<file path="src/rtl/uart_tx_buffered_pkg.sv">
// Shared types and line levels for the buffered UART transmitter.
package uart_pkg;

    typedef enum logic [2:0] {IDLE, START, DATA, PARITY, STOP} uartState_t;

    localparam int   DATA_BITS   = 8;
    localparam logic START_LEVEL = 1'b0;
    localparam logic STOP_LEVEL  = 1'b1;
    localparam logic IDLE_LEVEL  = 1'b1;

endpackage

</file>
<file path="src/rtl/uart_tx_buffered_sync_fifo.sv">
// Single-clock FIFO with registered full/empty and same-cycle read/write.
// Read data is the head entry, valid whenever empty is low.
module sync_fifo #(
    parameter int WIDTH = 8,
    parameter int DEPTH = 16
) (
    input  logic             clk,
    input  logic             rstN,
    input  logic             wrEn,
    input  logic [WIDTH-1:0] wrData,
    input  logic             rdEn,
    output logic [WIDTH-1:0] rdData,
    output logic             full,
    output logic             empty
);
    localparam int AW = $clog2(DEPTH);
    localparam logic [AW:0] CNT_ONE  = (AW+1)'(1);
    localparam logic [AW:0] CNT_FULL = (AW+1)'(DEPTH);

    logic [WIDTH-1:0] mem [DEPTH];
    logic [AW-1:0]    wrPtr, rdPtr;
    logic [AW:0]      count, countNext;
    logic             wrOk, rdOk;

    // A write into a full FIFO still lands when the head leaves in the same cycle.
    assign wrOk   = wrEn && (!full || rdEn);
    assign rdOk   = rdEn && !empty;
    assign rdData = mem[rdPtr];

    always_comb begin
        countNext = count;
        if (wrOk && !rdOk)
            countNext = count + CNT_ONE;
        else if (!wrOk && rdOk)
            countNext = count - CNT_ONE;
    end

    always_ff @(posedge clk or negedge rstN) begin
        if (!rstN) begin
            wrPtr <= '0;
            rdPtr <= '0;
            count <= '0;
            full  <= 1'b0;
            empty <= 1'b1;
        end else begin
            if (wrOk) wrPtr <= wrPtr + AW'(1);
            if (rdOk) rdPtr <= rdPtr + AW'(1);
            count <= countNext;
            full  <= (countNext == CNT_FULL);
            empty <= (countNext == '0);
        end
    end

    always_ff @(posedge clk) begin
        if (wrOk) mem[wrPtr] <= wrData;
    end

endmodule

</file>
<file path="src/rtl/uart_tx_buffered.sv">
// Buffered 8N1 UART transmitter on the baud clock; define UART_PARITY_EN
// to insert an even-parity bit (8E1).
module uart_tx_buffered
    import uart_pkg::*;
#(
    parameter int DEPTH         = 16,
    parameter int BIT_CYCLES    = 1,
    parameter int CAPTURE_DELAY = 1
) (
    input  logic       clkBaud,
    input  logic       rstN,
    input  logic       init,
    input  logic [7:0] datotx,
    output logic       tx,
    output logic       busy,
    output logic       empty,
    output logic       full,
    output logic       overflow
);
    localparam int CW = $clog2(BIT_CYCLES) + 1;
    localparam logic [CW-1:0] CNT_LAST = CW'(BIT_CYCLES - 1);
    localparam logic [2:0]    BIT_LAST = 3'(DATA_BITS - 1);

    uartState_t           state;
    logic [CW-1:0]        cnt;
    logic [2:0]           bitIdx;
    logic [DATA_BITS-1:0] shift, rdData;
    logic                 wrEn, pop, bitDone, txNext;
`ifdef UART_PARITY_EN
    logic                 parBit;
`endif

    generate
        if (CAPTURE_DELAY == 0) begin : gCapNow
            assign wrEn = init;
        end else begin : gCapDly
            logic initD;
            always_ff @(posedge clkBaud or negedge rstN) begin
                if (!rstN) initD <= 1'b0;
                else       initD <= init;
            end
            assign wrEn = initD;
        end
    endgenerate

    sync_fifo #(.WIDTH(DATA_BITS), .DEPTH(DEPTH)) uFifo (
        .clk    (clkBaud),
        .rstN   (rstN),
        .wrEn   (wrEn),
        .wrData (datotx),
        .rdEn   (pop),
        .rdData (rdData),
        .full   (full),
        .empty  (empty)
    );

    assign bitDone = (cnt == CNT_LAST);
    // Popping in the last stop cycle chains frames with no idle gap.
    assign pop     = !empty && ((state == IDLE) || (state == STOP && bitDone));

    always_ff @(posedge clkBaud or negedge rstN) begin
        if (!rstN)                      overflow <= 1'b0;
        else if (wrEn && full && !pop)  overflow <= 1'b1;
    end

    always_comb begin
        case (state)
            IDLE:    txNext = IDLE_LEVEL;
            START:   txNext = START_LEVEL;
            DATA:    txNext = shift[0];
`ifdef UART_PARITY_EN
            PARITY:  txNext = parBit;
`endif
            default: txNext = STOP_LEVEL;
        endcase
    end

    // tx/busy follow the state one cycle later, so the line never sees decode glitches.
    always_ff @(posedge clkBaud or negedge rstN) begin
        if (!rstN) begin
            state  <= IDLE;
            cnt    <= '0;
            bitIdx <= '0;
            shift  <= '0;
            tx     <= IDLE_LEVEL;
            busy   <= 1'b0;
`ifdef UART_PARITY_EN
            parBit <= 1'b0;
`endif
        end else begin
            tx   <= txNext;
            busy <= (state != IDLE);
            case (state)
                IDLE: begin
                    cnt <= '0;
                    if (pop) begin
                        shift <= rdData;
`ifdef UART_PARITY_EN
                        parBit <= ^rdData;
`endif
                        state <= START;
                    end
                end
                START: begin
                    if (bitDone) begin
                        cnt    <= '0;
                        bitIdx <= '0;
                        state  <= DATA;
                    end else cnt <= cnt + CW'(1);
                end
                DATA: begin
                    if (bitDone) begin
                        cnt    <= '0;
                        shift  <= {1'b0, shift[DATA_BITS-1:1]};
                        bitIdx <= bitIdx + 3'd1;
                        if (bitIdx == BIT_LAST) begin
`ifdef UART_PARITY_EN
                            state <= PARITY;
`else
                            state <= STOP;
`endif
                        end
                    end else cnt <= cnt + CW'(1);
                end
`ifdef UART_PARITY_EN
                PARITY: begin
                    if (bitDone) begin
                        cnt   <= '0;
                        state <= STOP;
                    end else cnt <= cnt + CW'(1);
                end
`endif
                STOP: begin
                    if (bitDone) begin
                        cnt <= '0;
                        if (pop) begin
                            shift <= rdData;
`ifdef UART_PARITY_EN
                            parBit <= ^rdData;
`endif
                            state <= START;
                        end else state <= IDLE;
                    end else cnt <= cnt + CW'(1);
                end
                default: state <= IDLE;
            endcase
        end
    end

endmodule

</file>
<file path="config.mk">
export PLATFORM = sky130hd
export DESIGN_NAME = uart_tx_buffered
export DESIGN_NICKNAME = d
export VERILOG_FILES = /design/src/rtl/uart_tx_buffered_pkg.sv /design/src/rtl/uart_tx_buffered_sync_fifo.sv /design/src/rtl/uart_tx_buffered.sv
export SDC_FILE = /design/constraint.sdc
export NUM_CORES = 1
export LEC_CHECK = 0
export CORE_MARGIN = 3
export CORE_UTILIZATION = 50
export CTS_CLUSTER_DIAMETER = 50
export DETAILED_ROUTE_END_ITERATION = 10
export PLACE_DENSITY = 0.67
export SLEW_MARGIN = 15
export SYNTH_ARGS = -nofsm -noshare
export SYNTH_HDL_FRONTEND = slang
export SYNTH_HIERARCHICAL = 1
export SYNTH_SLANG_ARGS = --single-unit
export TNS_END_PERCENT = 30
</file>
<file path="constraint.sdc">
create_clock -name clkBaud -period 4.7 [get_ports clkBaud]
set_input_delay 0.47 -clock clkBaud [delete_from_list [all_inputs] [get_ports clkBaud]]
set_output_delay 0.47 -clock clkBaud [all_outputs]
set_load 0.05 [all_outputs]
</file>
# == Word-level counts from Yosys, hierarchy flattened ==
# Memory sizes are Yosys's and may differ from the RTL's.
# Cells that the tools add are included.
# word_totals
n_memories,1
output_inout_bits,5
latchBits,0
rom_bits,0
ram_bits,128
regBits,34
in_bits,11
word_cells,77
# op_classes
div_mod_pow,0
n_shift,0
n_reduce_logical,25
magnitude_cmp,0
n_bitwise,1
muxes,21
multipliers,0
n_eq_ne,10
addsub,6
# memory_table
memory,depth,width,rd,rd_clocked_by_memory_dff,write_ports,line_no,text
uFifo.mem,16,8,1,0,1,uart_tx_buffered_sync_fifo.sv:20,logic [WIDTH-1:0] mem [DEPTH];
# op_table
cell,n
2-to-1 mux 8 bit,3
one-hot mux 8 bit (3 select lines),1
2-to-1 mux 3 bit,7
one-hot mux 3 bit (4 select lines),1
2-to-1 mux 5 bit,2
"!= test 2 bit, second input constant",5
"adder 4 x 1 -> 4 bit, second input constant",2
logical AND 1 bit,8
"== test 3 bit, second input constant",2
one-hot mux 3 bit (2 select lines),1
AND reduction 3 bit,2
nonzero test 3 bit,2
"adder 5 x 1 -> 5 bit, second input constant",1
"== test 5 bit, second input constant",1
logical NOT 1 bit,5
logical NOT 5 bit,1
AND reduction 5 bit,1
"subtractor 5 x 1 -> 5 bit, second input constant",1
2-to-1 mux 1 bit,4
one-hot mux 1 bit (2 select lines),2
nonzero test 2 bit,2
"adder 3 x 1 -> 3 bit, second input constant",1
"== test 3 x 1 -> 1 bit, second input constant",1
"== test 3 x 2 -> 1 bit, second input constant",1
5 further kinds,6

# == Depth between registers and ports, before layout ==
# logic_depth
ltp_word,11
mapped_depth,7
depth_no_buf,7

# == Modules after synthesis ==
# Netlist, hierarchy kept.
# by_module_without_submodules
module,cells_per_inst,area_each_um2,seq_area_each_um2,instances
sync_fifo,286,5888.1,4220.3,1
uart_tx_buffered,68,869.6,451.7,1

# == Least setup slack after synthesis ==
# Ideal clock, no wire load.
# synth_path
path_kind,reg-to-reg
startpoint,reg state[1]
endpoint,mem uFifo.mem[0][0] (enable)
n_path_buf,1
stages_incl_launch_ff,6
required_ns,4.305
path_slack_ns,2.015
arrival_time_ns,2.290
period_less_slack_ns,2.685
setup_time_ns,0.395
path_cell_list,dfrtp_1 -> clkbuf_1 -> nor3_1 -> nand2b_1 -> nand2_1 -> nor4_1
# synth_between
elab_chain_cells,8
elab_cells_between_ends,9
classes_between,eq/ne (1); mux (2); reduce/logical (6)
# synth_lines
item,line_no,text
from (decl),uart_tx_buffered.sv:24,uartState_t state;
from (signal assigned),uart_tx_buffered.sv:81,state <= IDLE;
from (signal assigned),uart_tx_buffered.sv:101,state <= START;
from (signal assigned),uart_tx_buffered.sv:108,state <= DATA;
== test 3 bit,uart_tx_buffered.sv:59,assign pop = !empty && ((state == IDLE) || (state == STOP && bitDone));
logical AND 1 bit,uart_tx_buffered.sv:59,
logical OR 1 bit (*),uart_tx_buffered.sv:59,
logical AND 1 bit (*),uart_tx_buffered.sv:59,
net pop,uart_tx_buffered.sv:28,"logic wrEn, pop, bitDone, txNext;"
logical OR 1 bit (*),uart_tx_buffered_sync_fifo.sv:26,assign wrOk = wrEn && (!full || rdEn);
logical AND 1 bit (*),uart_tx_buffered_sync_fifo.sv:26,
2-to-1 mux 1 bit (*),uart_tx_buffered_sync_fifo.sv:55,if (wrOk) mem[wrPtr] <= wrData;
2-to-1 mux 1 bit (implied by the code) (*),uart_tx_buffered_sync_fifo.sv:55,
to (decl),uart_tx_buffered_sync_fifo.sv:20,
# Mark *: on every way through the listed nets, which the timed path passes. The rest lies on a longest branch.

# == Final worst setup path ==
# layout_path
startpoint,reg uFifo.rdPtr[0]
endpoint,reg shift[5]
# layout_between
elab_chain_cells,4
# layout_lines
item,line_no,text
from (decl),uart_tx_buffered_sync_fifo.sv:21,"logic [AW-1:0] wrPtr, rdPtr;"
from (signal assigned),uart_tx_buffered_sync_fifo.sv:47,if (rdOk) rdPtr <= rdPtr + AW'(1);
memory (16 x 8 bit) (*),-,
net rdData[5],uart_tx_buffered.sv:27,"logic [DATA_BITS-1:0] shift, rdData;"
2-to-1 mux 8 bit (*),"uart_tx_buffered.sv:96, uart_tx_buffered.sv:136",
2-to-1 mux 8 bit,uart_tx_buffered.sv:134,if (bitDone) begin
one-hot mux 8 bit (3 select lines) (*),uart_tx_buffered.sv:93,case (state)
to (signal assigned),uart_tx_buffered.sv:97,shift <= rdData;
to (signal assigned),uart_tx_buffered.sv:114,"shift <= {1'b0, shift[DATA_BITS-1:1]};"
to (signal assigned),uart_tx_buffered.sv:137,shift <= rdData;
to (decl),uart_tx_buffered.sv:27,
# Mark *: on every way through the listed nets, which the timed path passes. The rest lies on a longest branch. The select of a mux whose other input is x is not followed.
# A chain may end at the register's enable or synchronous reset.

==> results.toml <==
[clock_network]
cts_root_buf = "clkbuf_16"
clock_latency_ps = 420
cts_tree = "done"
h-tree-depth = 4
ctsResizeCount = 0
clk_path_buf_depth = 2
hold_buffers = 0
cts.sinks = 161
cts.clk_slew.worst_paths_ps = 60
cts_buffers = 17
cts_setup_buffers = 0

[detailed_routing]
drtPass1Iterations = 4
num_vias = 3225
wl_per_cell_um = 20.9
via_per_inst = 5.72
route.detailed.drc = 0
drtAntennaViolNets = 0
drt_wl_total_um = 11800
drt_iter0_markers = 309

[synth]
ys_seq_area_frac = 0.691
syn_area_per_cell_um2 = 19.1
syn_area_um2 = 6760
ys_types = 41
synth_area_leaders = "edfxtp_1, mux4_1, dfrtp_1"
yosysTopAreaCell = "edfxtp_1"
syn_nets = 374
synth-edff-count = 128
yosys.area.top_type_share = 0.569
synthArstFlopShare = 0.205
ys.flop_type = "edfxtp_1"
ys_seq_elements = 161
syn_inst = 354
ys_warn_count = 6

[setup_path]
crit_arrival_ps = 3210
critPathMaxStageDelay_ps = 1050
setup.worst_path.class = "reg -> reg"
crit_slowest_cell = "dfrtp_2"
cp-end-kind = "register"
crit_fanout = 35
cp.required_ps = 5000
worst_setup_path_start_kind = "register"
path_cells = "mux4_1, mux4_2, mux2_4, mux2_2"

[sta]
hold_violations = 0
worst_pin_slew_ps = 1100
fmax_mhz = 344
max-slew-margin-rel = 0.263
totalNegativeSetupSlack_ps = 0
fin_crit_ps = 2900
fin_skew_ps = 8.83
slew_viol_final = 0
fin_crit_sh = 0.618
setup_violations = 0
rsz0062_at_grt = "no"

[floorplanning]
die_x_um = 122
core_area_um2 = 12900
std_cell_rows = 41
dieArea_um2 = 14900
die_y_um = 122
initial_core_util = 0.523
pin_count = 16

[power]
pwr-share-comb = 0.282
total_leakage_power_uw = 0.00270
power.density_nw_per_um2 = 622
sw_frac_of_total = 0.302
p_seq_frac = 0.433
internal_power_uw = 3330
vdd_drop_max_v = 0.000398
power.switching_uw = 1440
p_clk_frac = 0.285

[cells_and_area]
stdcell_area_um2 = 7660
final_cell_mix = "edfxtp_1, dfrtp_1, mux4_1"
drive_gt1_frac = 0.171
syn2layout_area_growth_pct = 13.4
fin_util = 0.593
num_antenna_cells = 0
final_common_cell = "edfxtp_1"
finalNonFillerCells = 564
fin_nets = 399

[placement]
port_buffers = 15
hpwl_um = 7610
place_inst = 532
place.gp.congestion = 0.785
place_area_um2 = 7070

[grt]
grt_pass1_wl_um = 18700
global_route.usage.met3 = 0.0433
grt_overflow = 0
grt_usage = 0.174
grt_use_met2 = 0.269
grt.busiest_layer = "met2"
grtUsageMet1 = 0.246
grt_antenna_before_repair = 0
grt_max_degree = 36
grt_pass1_vias = 3238

[run_status]
status = "complete, no violations"

[hold_path]
hold_class = "in -> async"

[job]
max-cap-violations = 0
-- power groups by stage --
stage          logic, µW  clock network (µW)  registers (µW)
4_1_cts             1360                1380            2070
2_1_floorplan       1160                   0            1960
6_report            1340                1360            2070
5_1_grt             1450                1450            2100
3_3_place_gp        1320                   0            2090
3_5_place_dp        1350                   0            2100
-- cell families (layout without fill, tap and decap cells) --
logic type                 after synthesis  count (layout)  synth area share
DFF                                    161             161             0.691
and+or+nand+nor                         71              71            0.0580
muxes                                   55              55             0.179
buffers and inverters                   28              66            0.0222
AOI/OAI and AO/OA                       22              22            0.0220
adders and majority gates                9               9            0.0167
xor gates and xnor gates                 8               8            0.0104
-- area by class of cell --
type | instances | area (µm²)
fill | 952 | 5270
sequential | 161 | 4670
multi-input combinational | 165 | 1940
clock buffer | 19 | 433
tap | 172 | 215
timing repair buffer | 22 | 203
clock inverter | 13 | 156
inverter | 12 | 45.0
-- Yosys cell counts (4+ instances only) --
master,n
and2_1,8
nor3_1,6
xnor2_1,8
mux2_4,8
nor3b_1,6
mux4_2,10
mux2_2,7
dfrtp_1,31
buf_6,4
nor4_1,4
nor2_1,9
ha_1,9
inv_1,11
clkbuf_1,10
o21ai_0,7
nor2b_1,6
nand2b_1,5
nand2_1,15
mux4_1,30
edfxtp_1,128
-- worst paths after layout --
path | start | end | slack, ps | cells after the start
max | uFifo/rdPtr[0] | shift[5] | 1800 | 4
min | rstN | state[2] | 460 | 2
max reg2reg | uFifo/rdPtr[0] | shift[5] | 1800 | 4
min reg2reg | uFifo/count[4] | uFifo/count[4] | 490 | 1
max in group asynchronous | rstN | uFifo/empty | 3900 | 2
min in group clkBaud | uFifo/count[4] | uFifo/count[4] | 490 | 1
-- worst max-delay path: cells and delay by family (launching register included) --
kind / cells / cell delay, ps
flip-flops: 1 / 1050
multiplexers: 4 / 1720
-- per-stage QoR --
stage                     power (µW)  hold slack, ps  setup WS (ps)
after floorplan                 3120             174           2020
after global placement          3410             461           1810
after detailed placement        3450             480           1790
after CTS                       4810             467           1780
after global routing            5010             493           1740
final                           4770             463           1800
-- sequential cells by signal (all words and copies together) (netlist names) --
signal and flops:
uFifo/wrPtr 4, bitIdx 3, gCapDly.initD 1, uFifo/rdPtr 4
state 3, busy 1, uFifo/count 5, shift 8
uFifo/empty 1, tx 1, overflow 1, uFifo/full 1
uFifo/mem 128
-- per-layer routing --
layer,part of all wire,up-vias
met3,0.040,16
met5,0,-
met4,0.013,0
met1,0.46,1671
met2,0.48,63
li1,-,1475
Note: power is estimated with default switching activity, not from simulation.
